==> config.mk <==
export PLATFORM = sky130hd
export DESIGN_NAME = univ_mod_counter
export DESIGN_NICKNAME = d
export VERILOG_FILES = /design/src/rtl/univ_mod_counter.sv
export SDC_FILE = /design/constraint.sdc
export NUM_CORES = 1
export LEC_CHECK = 0
export ABC_AREA = 1
export ABC_CLOCK_PERIOD_IN_PS = 5700
export BUFFER_PORTS_ARGS = -buffer_cell sky130_fd_sc_hd__buf_2
export CAP_MARGIN = 40
export CORE_MARGIN = 10
export CORE_UTILIZATION = 64
export DETAILED_ROUTE_END_ITERATION = 10
export PLACE_DENSITY = 0.88
export SLEW_MARGIN = 20
export SYNTH_ARGS = -nofsm -noshare
export SYNTH_HDL_FRONTEND = slang
export SYNTH_SLANG_ARGS = --single-unit
==> constraint.sdc <==
create_clock -name clk -period 5.7 [get_ports clk]
set_input_delay 0.57 -clock clk [delete_from_list [all_inputs] [get_ports clk]]
set_output_delay 0.57 -clock clk [all_outputs]
set_load 0.005 [all_outputs]
==> src/rtl/univ_mod_counter.sv <==
// univ_mod_counter
// N-bit up/down counter with run-time programmable inclusive bounds [lo, hi],
// programmable step, and wrap or saturate behaviour at the bounds.
// q and wrap are registered; max_tick, min_tick and cfg_err are decoded
// combinationally from the current count and bounds.

module univ_mod_counter #(
    parameter int N = 8
) (
    input  logic         clk,
    input  logic         reset,
    input  logic         syn_clr,
    input  logic         load,
    input  logic         en,
    input  logic         up,
    input  logic         sat,
    input  logic [N-1:0] step,
    input  logic [N-1:0] lo,
    input  logic [N-1:0] hi,
    input  logic [N-1:0] d,
    output logic [N-1:0] q,
    output logic         max_tick,
    output logic         min_tick,
    output logic         wrap,
    output logic         cfg_err
);

    // One decoded action per edge; the datapath below only has to honour it.
    typedef enum logic [2:0] {
        OP_HOLD    = 3'd0,
        OP_CLR     = 3'd1,
        OP_LOAD    = 3'd2,
        OP_RECOVER = 3'd3,
        OP_STEP    = 3'd4,
        OP_SAT     = 3'd5,
        OP_WRAP    = 3'd6
    } op_e;

    // Limit a value to the inclusive range [lo_v, hi_v].
    function automatic logic [N-1:0] clamp_fn(
        input logic [N-1:0] v,
        input logic [N-1:0] lo_v,
        input logic [N-1:0] hi_v
    );
        logic [N-1:0] r;
        if (v < lo_v) begin
            r = lo_v;
        end else if (v > hi_v) begin
            r = hi_v;
        end else begin
            r = v;
        end
        return r;
    endfunction

    logic [N-1:0] q_r;
    logic         wrap_r;
    logic [N-1:0] q_next_s;
    logic         wrap_next_s;

    logic         cfg_err_s;
    logic         in_range_s;
    logic         step_zero_s;
    logic [N:0]   sum_s;
    logic [N:0]   lo_plus_step_s;
    logic [N-1:0] diff_s;
    logic         up_ovf_s;
    logic         dn_unf_s;
    op_e          op_s;

    // Bound checks and arithmetic; the extra bit keeps carries from aliasing.
    assign cfg_err_s      = (hi < lo);
    assign in_range_s     = (q_r >= lo) && (q_r <= hi);
    assign step_zero_s    = (step == {N{1'b0}});
    assign sum_s          = {1'b0, q_r} + {1'b0, step};
    assign lo_plus_step_s = {1'b0, lo} + {1'b0, step};
    assign diff_s         = q_r - step;
    assign up_ovf_s       = (sum_s > {1'b0, hi});
    assign dn_unf_s       = ({1'b0, q_r} < lo_plus_step_s);

    // Resolve the control priority into a single action for the coming edge.
    always_comb begin
        op_s = OP_HOLD;
        if (cfg_err_s) begin
            op_s = OP_HOLD;
        end else if (syn_clr) begin
            op_s = OP_CLR;
        end else if (load) begin
            op_s = OP_LOAD;
        end else if (!en || step_zero_s) begin
            op_s = OP_HOLD;
        end else if (!in_range_s) begin
            op_s = OP_RECOVER;
        end else if (up ? up_ovf_s : dn_unf_s) begin
            op_s = sat ? OP_SAT : OP_WRAP;
        end else begin
            op_s = OP_STEP;
        end
    end

    // Next count and wrap flag for the decoded action.
    always_comb begin
        q_next_s    = q_r;
        wrap_next_s = 1'b0;
        case (op_s)
            OP_HOLD: begin
                q_next_s = q_r;
            end
            OP_CLR: begin
                q_next_s = lo;
            end
            OP_LOAD: begin
                q_next_s = clamp_fn(d, lo, hi);
            end
            OP_RECOVER: begin
                // Re-enter the range at the bound the direction starts from.
                q_next_s = up ? lo : hi;
            end
            OP_STEP: begin
                q_next_s = up ? sum_s[N-1:0] : diff_s;
            end
            OP_SAT: begin
                q_next_s = up ? hi : lo;
            end
            OP_WRAP: begin
                // Land exactly on the opposite bound, no remainder carried.
                q_next_s    = up ? lo : hi;
                wrap_next_s = 1'b1;
            end
            default: begin
                q_next_s    = q_r;
                wrap_next_s = 1'b0;
            end
        endcase
    end

    // Count and wrap-pulse registers; reset acts immediately.
    always_ff @(posedge clk or posedge reset) begin
        if (reset) begin
            q_r    <= {N{1'b0}};
            wrap_r <= 1'b0;
        end else begin
            q_r    <= q_next_s;
            wrap_r <= wrap_next_s;
        end
    end

    assign q        = q_r;
    assign wrap     = wrap_r;
    assign cfg_err  = cfg_err_s;
    assign max_tick = (q_r == hi) && !cfg_err_s;
    assign min_tick = (q_r == lo) && !cfg_err_s;

endmodule

==> results.json <==
{
  "rr_startpoint": "q[2]$_DFFE_PP0P_",
  "grt_pass1_wl_mm": 15.8,
  "fin_crit_ns": 3.74,
  "overflow": 0,
  "antenna_found_initial": 0,
  "num_rows": 26,
  "syn_to_final_growth_pct": 10.2,
  "die_h_um": 92.0,
  "finalMaxSlewViolations": 0,
  "die_area_um2": 8460,
  "synth_flop_cell": "dfrtp_1",
  "drtPass1Iterations": 5,
  "cts_tree": "built",
  "reg2reg_depth": 25,
  "p_clk_frac": 0.086,
  "p_leak_nw": 2.11,
  "layout_commonest_cell": "nand2_1",
  "cp-start-kind": "flip-flop",
  "synth.area.top_cells": "ha_1, nand2_1, a21oi_1",
  "num_vias": 3600,
  "path_clk_slew_ns": 0.05,
  "peakVddDrop_mv": 0.169,
  "ys_warn_count": 0,
  "power.total_mw": 0.897,
  "slowest_stage": "dfrtp_1",
  "nNetsFinal": 687,
  "rsz0062_at_grt": "no",
  "initial_core_util": 0.654,
  "cts_root_buf": "clkbuf_8",
  "post-route-util": 0.720,
  "cp.arrival_ns": 3.86,
  "status": "finished, final reports clean",
  "use_met2": 0.394,
  "layout-drive-gt1-share": 0.136,
  "crit_path_max_incr_delay_ns": 0.48,
  "syn_nets": 640,
  "async_flop_share": 1.00,
  "crit_top_cell": "nand2_1",
  "yosys.area.top_type": "ha_1",
  "diodes": 0,
  "end_kind": "flip-flop",
  "grt-busiest-layer": "met2",
  "drt-total-wl_mm": 9.20,
  "dpl.hpwl_mm": 7.75,
  "antenna_left": 0,
  "fin_skew_ns": 0.000713,
  "drt_iter0_markers": 479,
  "clk_latency_ns": 0.23,
  "synth_edf_count": 0,
  "worstMarginPinSlew_ns": 0.853,
  "netlist_area_um2": 3320,
  "cts_made_buffers": 3,
  "drc": 0,
  "hold_viol_final": 0,
  "fin_ws_ns": 1.96,
  "p_int_mw": 0.405,
  "via_per_inst": 5.64,
  "worstPathMaxFanout": 12,
  "clockBufferDepth": 2,
  "rr_endpoint": "q[0]$_DFFE_PP0P_",
  "yosysTopAreaCellShare": 0.287,
  "coreArea_um2": 5070,
  "power.switching_mw": 0.492,
  "multiInputGateArea_um2": 2770,
  "syn_area_per_cell_um2": 6.36,
  "pwr-share-seq": 0.144,
  "comb_power_share": 0.770,
  "setup_tns_ns": 0,
  "routedWlPerCell_um": 14.4,
  "finalCritPeriodShare": 0.655,
  "seqCellArea_um2": 225,
  "cts-hold-fix-buffers": 0,
  "die_width_um": 92.0,
  "finalSetupViolCount": 0,
  "power_density_nw_per_um2": 245,
  "final_cell_mix": "nand2_1, ha_1, inv_1",
  "fillers": 471,
  "worstSetupPathType": "reg2reg",
  "p_sw_frac": 0.549,
  "rrSetupSlack_ns": 1.96,
  "first_global_vias": 3565,
  "ios": 51,
  "synth_cell_types": 38,
  "use_met1": 0.259,
  "syn_inst": 522,
  "gp_congestion": 0.916,
  "grt_use_met3": 0.0236,
  "worst_ep_required_time_ns": 5.83,
  "cts_setup_buffers": 0,
  "cts_resized": 0,
  "hold_class": "in2async",
  "yosysSeqAreaShare": 0.0679,
  "clock.fmax_mhz": 268,
  "port_buffers": 50,
  "cts.sink_count": 9,
  "grt_max_degree": 42,
  "pre_cts_slack_ns": 1.80,
  "hold_ws_ns": 0.298,
  "maxCapViolCount": 0,
  "track_usage": 0.217,
  "ys_ff_latch": 9,
  "htree_levels": 1,
  "relSlewSlack": 0.427
}
==> synthesized netlist by cell type, types with 3 or more instances <==
cell type  number
xnor2_1         4
xor2_1         11
a21oi_1        51
nand4_1         5
fa_1            3
a31oi_1         4
o211ai_1        5
o21bai_1        3
ha_1           76
inv_2           5
clkbuf_1        6
inv_1          68
nor2_1         36
nand2_4         3
nand3_1        30
nand2_1       128
nand2_2         5
nor3_1         11
o21ai_0        36
dfrtp_1         9
==> flip-flops by register name, indices dropped and copies added, names as in the netlist <==
signal  flops
wrap        1
q           8
==> routing by layer <==
metal  vias up  routed length, um
li1       1834                  -
met4         0                179
met2       123               4550
met3        10                496
met5         -                  0
met1      1633               3970
==> power by group through the flow <==
stage	logic [mW]	clock network, mW	registers, mW
6_report	0.690	0.0775	0.129
5_1_grt	0.801	0.0775	0.133
4_1_cts	0.688	0.0756	0.128
3_5_place_dp	0.684	0	0.129
3_3_place_gp	0.652	0	0.128
2_1_floorplan	0.521	0	0.115
==> layout make-up <==
type                    count  share of cell area
multi-input cells         431               0.757
inverters                  73              0.0749
repair buffers             51              0.0705
flip-flops and latches      9              0.0616
well taps                  70              0.0240
clock buffers               4              0.0123
==> critical path, delay by kind of cell, from the launching register on <==
kind,cells,cell delay [ns]
AND/OR/NAND/NOR,16,1.47
adder cells (fa/ha/maj),2,0.79
XOR/XNOR,1,0.15
AO/OA/AOI/OAI,4,0.43
flip-flops,1,0.48
buffers and inverters,2,0.28
==> per-stage QoR <==
step / std cells / instance area [um2]
after floorplan: 522 / 3320
after global placement: 633 / 3600
after detailed placement: 634 / 3610
after CTS: 638 / 3660
after global routing: 638 / 3660
final: 638 / 3660
==> logic make-up after synthesis <==
family / synth area share
xor+xnor: 0.0396
simple gates: 0.292
fa+ha+maj: 0.305
flops: 0.0679
buf+inv: 0.0984
mux: 0.00302
compound gates: 0.195
==> worst max path at each step <==
stage	from	endpoint	slack (ns)
6_report	q[2]$_DFFE_PP0P_	q[0]$_DFFE_PP0P_	1.96
5_1_grt	step[1]	q[0]$_DFFE_PP0P_	1.58
4_1_cts	q[2]$_DFFE_PP0P_	q[0]$_DFFE_PP0P_	2.02
3_5_place_dp	step[2]	q[0]$_DFFE_PP0P_	1.80
3_3_place_gp	step[1]	q[0]$_DFFE_PP0P_	1.87
2_1_floorplan	step[2]	q[3]$_DFFE_PP0P_	2.43
Power figures use the tool's default switching activity.
